--- src/rtl/fa16_alloc_ctrl.sv ---
// 16-way fully-associative allocation controller feeding a PLRU replacement engine.
// Optional macro FA16_ALLOC_INVALID_FIRST_EN: misses fill the lowest invalid way before asking the PLRU.
module fa16_alloc_ctrl #(
    parameter int TAG_W = 20
) (
    input  logic             clk,
    input  logic             rst,
    input  logic             req_valid,
    output logic             req_ready,
    input  logic [TAG_W-1:0] req_tag,
    input  logic             req_write,
    input  logic             flush,
    output logic             rsp_valid,
    output logic             rsp_hit,
    output logic [3:0]       rsp_way,
    output logic             plru_hit,
    output logic [3:0]       plru_hit_idx,
    output logic             plru_req,
    input  logic [3:0]       plru_replace_idx,
    output logic             evict_valid,
    input  logic             evict_ready,
    output logic [TAG_W-1:0] evict_tag,
    output logic             refill_valid,
    input  logic             refill_ready,
    output logic [TAG_W-1:0] refill_tag
);

    typedef enum logic [1:0] {IDLE, CHECK, EVICT, REFILL} state_t;

    state_t           state;
    logic [TAG_W-1:0] tags [16];
    logic [15:0]      valid;
    logic [15:0]      dirty;
    logic [TAG_W-1:0] lat_tag;
    logic             lat_write;
    logic [3:0]       way;
    logic             from_inv;

    logic             hit;
    logic [3:0]       hit_way;
    logic             use_inv;
    logic             in_check_hit;
    logic             refill_done;

    // Install never duplicates a tag, so at most one way matches.
    always_comb begin
        hit     = 1'b0;
        hit_way = 4'd0;
        for (int i = 0; i < 16; i++) begin
            if (valid[i] && (tags[i] == lat_tag)) begin
                hit     = 1'b1;
                hit_way = 4'(i);
            end
        end
    end

`ifdef FA16_ALLOC_INVALID_FIRST_EN
    logic [3:0] inv_way;
    always_comb begin
        inv_way = 4'd0;
        for (int i = 15; i >= 0; i--) begin
            if (!valid[i]) inv_way = 4'(i);
        end
    end
    assign use_inv = ~&valid;
`else
    assign use_inv = 1'b0;
`endif

    always_ff @(posedge clk or posedge rst) begin
        if (rst) begin
            state     <= IDLE;
            valid     <= '0;
            dirty     <= '0;
            lat_tag   <= '0;
            lat_write <= 1'b0;
            way       <= 4'd0;
            from_inv  <= 1'b0;
            for (int i = 0; i < 16; i++) tags[i] <= '0;
        end else begin
            case (state)
                IDLE: begin
                    if (flush) begin
                        valid <= '0;
                        dirty <= '0;
                    end else if (req_valid) begin
                        lat_tag   <= req_tag;
                        lat_write <= req_write;
                        state     <= CHECK;
                    end
                end
                CHECK: begin
                    if (hit) begin
                        dirty[hit_way] <= dirty[hit_way] | lat_write;
                        state          <= IDLE;
                    end else if (use_inv) begin
`ifdef FA16_ALLOC_INVALID_FIRST_EN
                        way      <= inv_way;
`endif
                        from_inv <= 1'b1;
                        state    <= REFILL;
                    end else begin
                        way      <= plru_replace_idx;
                        from_inv <= 1'b0;
                        if (valid[plru_replace_idx] && dirty[plru_replace_idx])
                            state <= EVICT;
                        else
                            state <= REFILL;
                    end
                end
                EVICT: begin
                    if (evict_ready) begin
                        valid[way] <= 1'b0;
                        state      <= REFILL;
                    end
                end
                REFILL: begin
                    if (refill_ready) begin
                        tags[way]  <= lat_tag;
                        valid[way] <= 1'b1;
                        dirty[way] <= lat_write;
                        state      <= IDLE;
                    end
                end
                default: state <= IDLE;
            endcase
        end
    end

    // Responses fire in the handshake cycle itself, so outputs decode state plus ready.
    assign in_check_hit = (state == CHECK) && hit;
    assign refill_done  = (state == REFILL) && refill_ready;

    assign req_ready    = (state == IDLE) && !flush;
    assign rsp_valid    = in_check_hit || refill_done;
    assign rsp_hit      = in_check_hit;
    assign rsp_way      = in_check_hit ? hit_way : (refill_done ? way : 4'd0);
    assign plru_hit     = in_check_hit || (refill_done && from_inv);
    assign plru_hit_idx = in_check_hit ? hit_way : ((refill_done && from_inv) ? way : 4'd0);
    assign plru_req     = (state == CHECK) && !hit && !use_inv;
    assign evict_valid  = (state == EVICT);
    assign evict_tag    = (state == EVICT) ? tags[way] : '0;
    assign refill_valid = (state == REFILL);
    assign refill_tag   = (state == REFILL) ? lat_tag : '0;

endmodule
--- config.mk ---
export PLATFORM = sky130hd
export DESIGN_NAME = fa16_alloc_ctrl
export DESIGN_NICKNAME = d
export VERILOG_FILES = /design/src/rtl/fa16_alloc_ctrl.sv
export SDC_FILE = /design/constraint.sdc
export NUM_CORES = 2
export LEC_CHECK = 0
export CELL_PAD_IN_SITES_DETAIL_PLACEMENT = 1
export CELL_PAD_IN_SITES_GLOBAL_PLACEMENT = 1
export CORE_MARGIN = 1.5
export CORE_UTILIZATION = 45
export CTS_CLUSTER_DIAMETER = 30
export DETAILED_ROUTE_END_ITERATION = 12
export PLACE_DENSITY = 0.81
export SYNTH_ARGS = -nofsm -noshare
export SYNTH_HDL_FRONTEND = slang
export SYNTH_SLANG_ARGS = --single-unit
--- constraint.sdc ---
create_clock -name clk -period 19.4 [get_ports clk]
set_clock_uncertainty 0.1 [all_clocks]
set_input_delay 5.82 -clock clk [delete_from_list [all_inputs] [get_ports clk]]
set_output_delay 5.82 -clock clk [all_outputs]
set_load 0.005 [all_outputs]
# Yosys cells after proc, flatten, opt, wreduce, memory -nomap -nowiden
# Index checks and enable logic that the tools add are counted.
# totals
reg_bits	379
in_bits	31
output_inout_bits	55
wordCells	165
# op_classes
magnitude_cmp	7
n_eq_ne	25
mux	68
bitwise_logic	7
n_reduce_logical	36
# ops
operator	n
bitwise mux 320 bit	1
== test 20 bit	16
2-to-1 mux 20 bit	5
one-hot mux 16 bit (3 select lines)	2
binary-select mux 20 bit (select 4 bit)	1
demux 20 bit (select 4 bit)	1
2-to-1 mux 16 bit	5
2-to-1 mux 4 bit	15
bitwise mux 16 bit	2
logical AND 1 bit	24
2-to-1 mux 1 bit	23
bitwise AND 16 bit	1
inverter 16 bit	1
bitwise OR 16 bit	1
less-than comparator 4 x 5 -> 1 bit (second input constant)	3
2-to-1 mux 2 bit	7
binary-select mux 1 bit (select 4 bit)	3
AND reduction 4 bit	3
demux 1 bit (select 4 bit)	2
>= comparator 4 x 1 -> 1 bit (second input constant)	2
!= test 2 bit (second input constant)	4
one-hot mux 2 bit (4 select lines)	1
nonzero test 3 bit	2
>= comparator 5 bit (second input constant)	1
other kinds (12)	17

# Longest topological paths before layout
# logic_depth
word_depth	24
mapped_depth	15
depth_no_buf	12

# Least setup slack after synthesis
# Ideal clock, no wire load.
# synth_path
path_kind	input port to output port
start	input refill_ready
end	output rsp_way[0]
arrival_ns	6.912
required_time_ns	13.480
setup_slack_ns	6.568
cell_stages	5
path_buffers	3
path_cell_list	and3_1 -> clkbuf_1 -> clkbuf_1 -> clkbuf_1 -> a21o_1
# synth_between
elab_chain_len	3
# synth_rtl
element	line_no	source
from (decl)	24	input logic refill_ready,
logical AND 1 bit	132	assign refill_done = (state == REFILL) && refill_ready;
2-to-1 mux 4 bit (2 in series)	137	assign rsp_way = in_check_hit ? hit_way : (refill_done ? way : 4'd0);
to (decl)	15	output logic [3:0] rsp_way,
# Every way passes these cells.

# Worst setup path after layout
# layout_path
start	input refill_ready
end	output rsp_way[2]
# Same word-level chain as after synthesis.

==> out/results.ini <==
[sta]
min_period_ps=13850
slew_viol_final=0
fmax_ghz=0.07222
rsz0062_at_grt=false
worst_pin_slew_ps=1240
tns_ps=0
fin_crit_sh=0.7138
slew-limit-headroom=0.1716
setup_viol_count_final=0
whs_ps=404.8
hold_viol=0
setup_ws_ps=5552

[grt]
grt_first_pass_wirelength_mm=130.3
grt_pass1_vias=19151
grt_overflow=0
grt.total_usage=0.3321
antenna_found_initial=5
grt_max_degree=86

[worst_hold_path]
min_path_type=reg -> reg

[synth]
avgSynthCellArea_um2=12.00
ys_warn_count=0
synth-main-ff-cell=dfrtp_1
yosysSeqAreaShare=0.4040
ys_ff_latch=379
synthArstFlopShare=1.000
synth_cell_type_count=78
synth_edf_count=0
syn-cell-area_mm2=0.02348
synthCells=1957
syn-num-nets=1988

[cts]
cts_tree=built
root_buffer=clkbuf_16
cts_setup_buffers=0
clk_latency_ps=660
cts_sinks=379
clockBufferDepth=3
numCtsBuffers=98
postCtsHoldBufs=0
htree_levels=3
clk_pin_slew_ps=40
ctsResizeCount=0

[detailed_routing]
post_drt_wl_per_cell_um=31.30
num_vias=18035
drtAntennaViolNets=0
first_pass_iters=8
vias_per_cell=6.460
drt-initial-drc-count=1543
wl_mm=87.38
drt_drc_violations_left=0

[power]
p_seq_frac=0.269
finalPower_w=0.006021
peakVddDrop_v=0.0001001
p_leak_nw=12.01
switching_share=0.4156
power.density_mw_per_mm2=212.9
combinationalPowerShare=0.435
intPower_w=0.003519
clockPowerShare=0.296
p_switching_w=0.002502

[worst_setup_path]
worstSetupPathType=in -> out
cp_max_fo=25
start_kind=input port
cp.required_ps=13480
end_kind=output pin
crit_arrival_ps=7930

[die]
ios=86
die_area_mm2=0.05355
die_h_um=231.4
rows=83
die_w_um=231.4
start_util=0.4567
core_mm2=0.05141

[place]
place_congestion=0.9700
dpl.hpwl_mm=59.74
pre_cts_ws_ps=5578
io_buffers=85

[cells_and_area]
syn_to_final_growth_pct=20.44
finalNetCount=2054
mostFrequentLayoutCells=dfrtp_1 (373), mux2_2 (346), xnor2_1 (224)
multiInputGateArea_mm2=0.01303
fill_cells=5156
drive_gt1_frac=0.3449
seqCellArea_mm2=0.009497
layout_commonest_cell=dfrtp_1

[outcome]
status=finished, final reports clean

[run]
maxCapViolCount=0

## path summary, 6_finish.rpt
path / cells after the start / start / slack [ps] / end
worst max-delay path: 4 / refill_ready / 5550 / rsp_way[2]
max in group asynchronous: 4 / rst / 11050 / way[1]
worst max register to register: 13 / lat_tag[17] / 14060 / dirty[0]
worst min register to register: 1 / lat_tag[7] / 400 / lat_tag[7]
min in group asynchronous: 2 / rst / 5570 / tags[129]
worst min-delay path: 1 / lat_tag[7] / 400 / lat_tag[7]
## metrics by stage
step | util | std cells | cell area (um^2)
after floorplan | - | 1957 | 23480
after CTS | 0.5499 | 2788 | 28270
after global placement | 0.4793 | 2603 | 24640
final | 0.5501 | 2792 | 28280
after global routing | 0.5499 | 2788 | 28270
after detailed placement | 0.4793 | 2603 | 24640
## logic make-up after synthesis
logic type             after synthesis  synth area share
multiplexers                       451            0.2648
flip-flops                         379            0.4040
buffers and inverters              182           0.04194
AND/OR/NAND/NOR                    485            0.1212
AO/OA/AOI/OAI                      141           0.04354
XOR/XNOR                           319            0.1246
## cell type report
| type | count | share of cell area |
|---|---|---|
| diodes | 4 | 0.0003540 |
| clock buffers | 130 | 0.09593 |
| clock inverters | 55 | 0.03239 |
| inverters | 19 | 0.002788 |
| multi-input cells | 1396 | 0.4608 |
| flip-flops and latches | 379 | 0.3358 |
| well taps | 680 | 0.03009 |
| repair buffers | 129 | 0.04177 |
## synthesized netlist by cell type, types with 4 or more instances
cell | instances | area (um^2)
nor3_1 | 16 | 80.08
a21o_1 | 7 | 52.55
xnor2_2 | 15 | 244.0
nor4_2 | 4 | 50.05
mux2_2 | 346 | 3896
xnor2_1 | 224 | 1962
buf_1 | 15 | 56.30
nor2_1 | 45 | 168.9
mux4_2 | 101 | 2275
nand2b_1 | 12 | 75.07
nand2_1 | 78 | 292.8
clkbuf_1 | 107 | 401.6
nor3b_1 | 14 | 105.1
and2_1 | 24 | 150.1
o211ai_1 | 13 | 97.59
or2_2 | 14 | 87.58
nor4b_1 | 5 | 43.79
a31oi_1 | 7 | 43.79
dfrtp_1 | 379 | 9484
and4_1 | 12 | 105.1
or4_1 | 6 | 45.04
o22ai_1 | 10 | 62.56
buf_6 | 36 | 405.4
a21oi_1 | 22 | 110.1
and3_1 | 26 | 162.7
inv_1 | 17 | 63.81
o41ai_1 | 4 | 35.03
nand3_1 | 49 | 245.2
nand4b_1 | 10 | 87.58
nor4_1 | 42 | 262.8
xor2_1 | 79 | 691.9
a22oi_1 | 5 | 37.54
o21ai_0 | 34 | 170.2
nor2b_1 | 5 | 31.28
nand4_1 | 106 | 663.1
o31ai_1 | 6 | 45.04
## critical path, cell delays in order
cell,delay (ps)
clkdlybuf4s50_1,520
and3_1,860
a21o_1,230
clkdlybuf4s50_1,500
## registers in the layout (all words and copies together) (netlist names), named ones only
signal	count
way	4
tags	320
dirty	16
valid	16
lat_tag	20
state	1
lat_write	1
## power groups by stage
stage               sequential [W]  combinational [W]  clock [W]
global placement           0.00156            0.00245          0
detailed placement         0.00160            0.00251          0
finish                     0.00162            0.00262    0.00178
global route               0.00166            0.00273    0.00184
CTS                        0.00160            0.00257    0.00180
floorplan                  0.00135            0.00189          0
## routing by layer
metal / up-vias / track usage / wire length (um)
met5: - / 0 / 0
met4: 0 / 0.2040 / 5768
met3: 285 / 0.06275 / 6267
met2: 883 / 0.5374 / 41470
met1: 9465 / 0.4112 / 33870
li1: 7402 / - / -
Note: power is estimated with default switching activity, not from simulation.
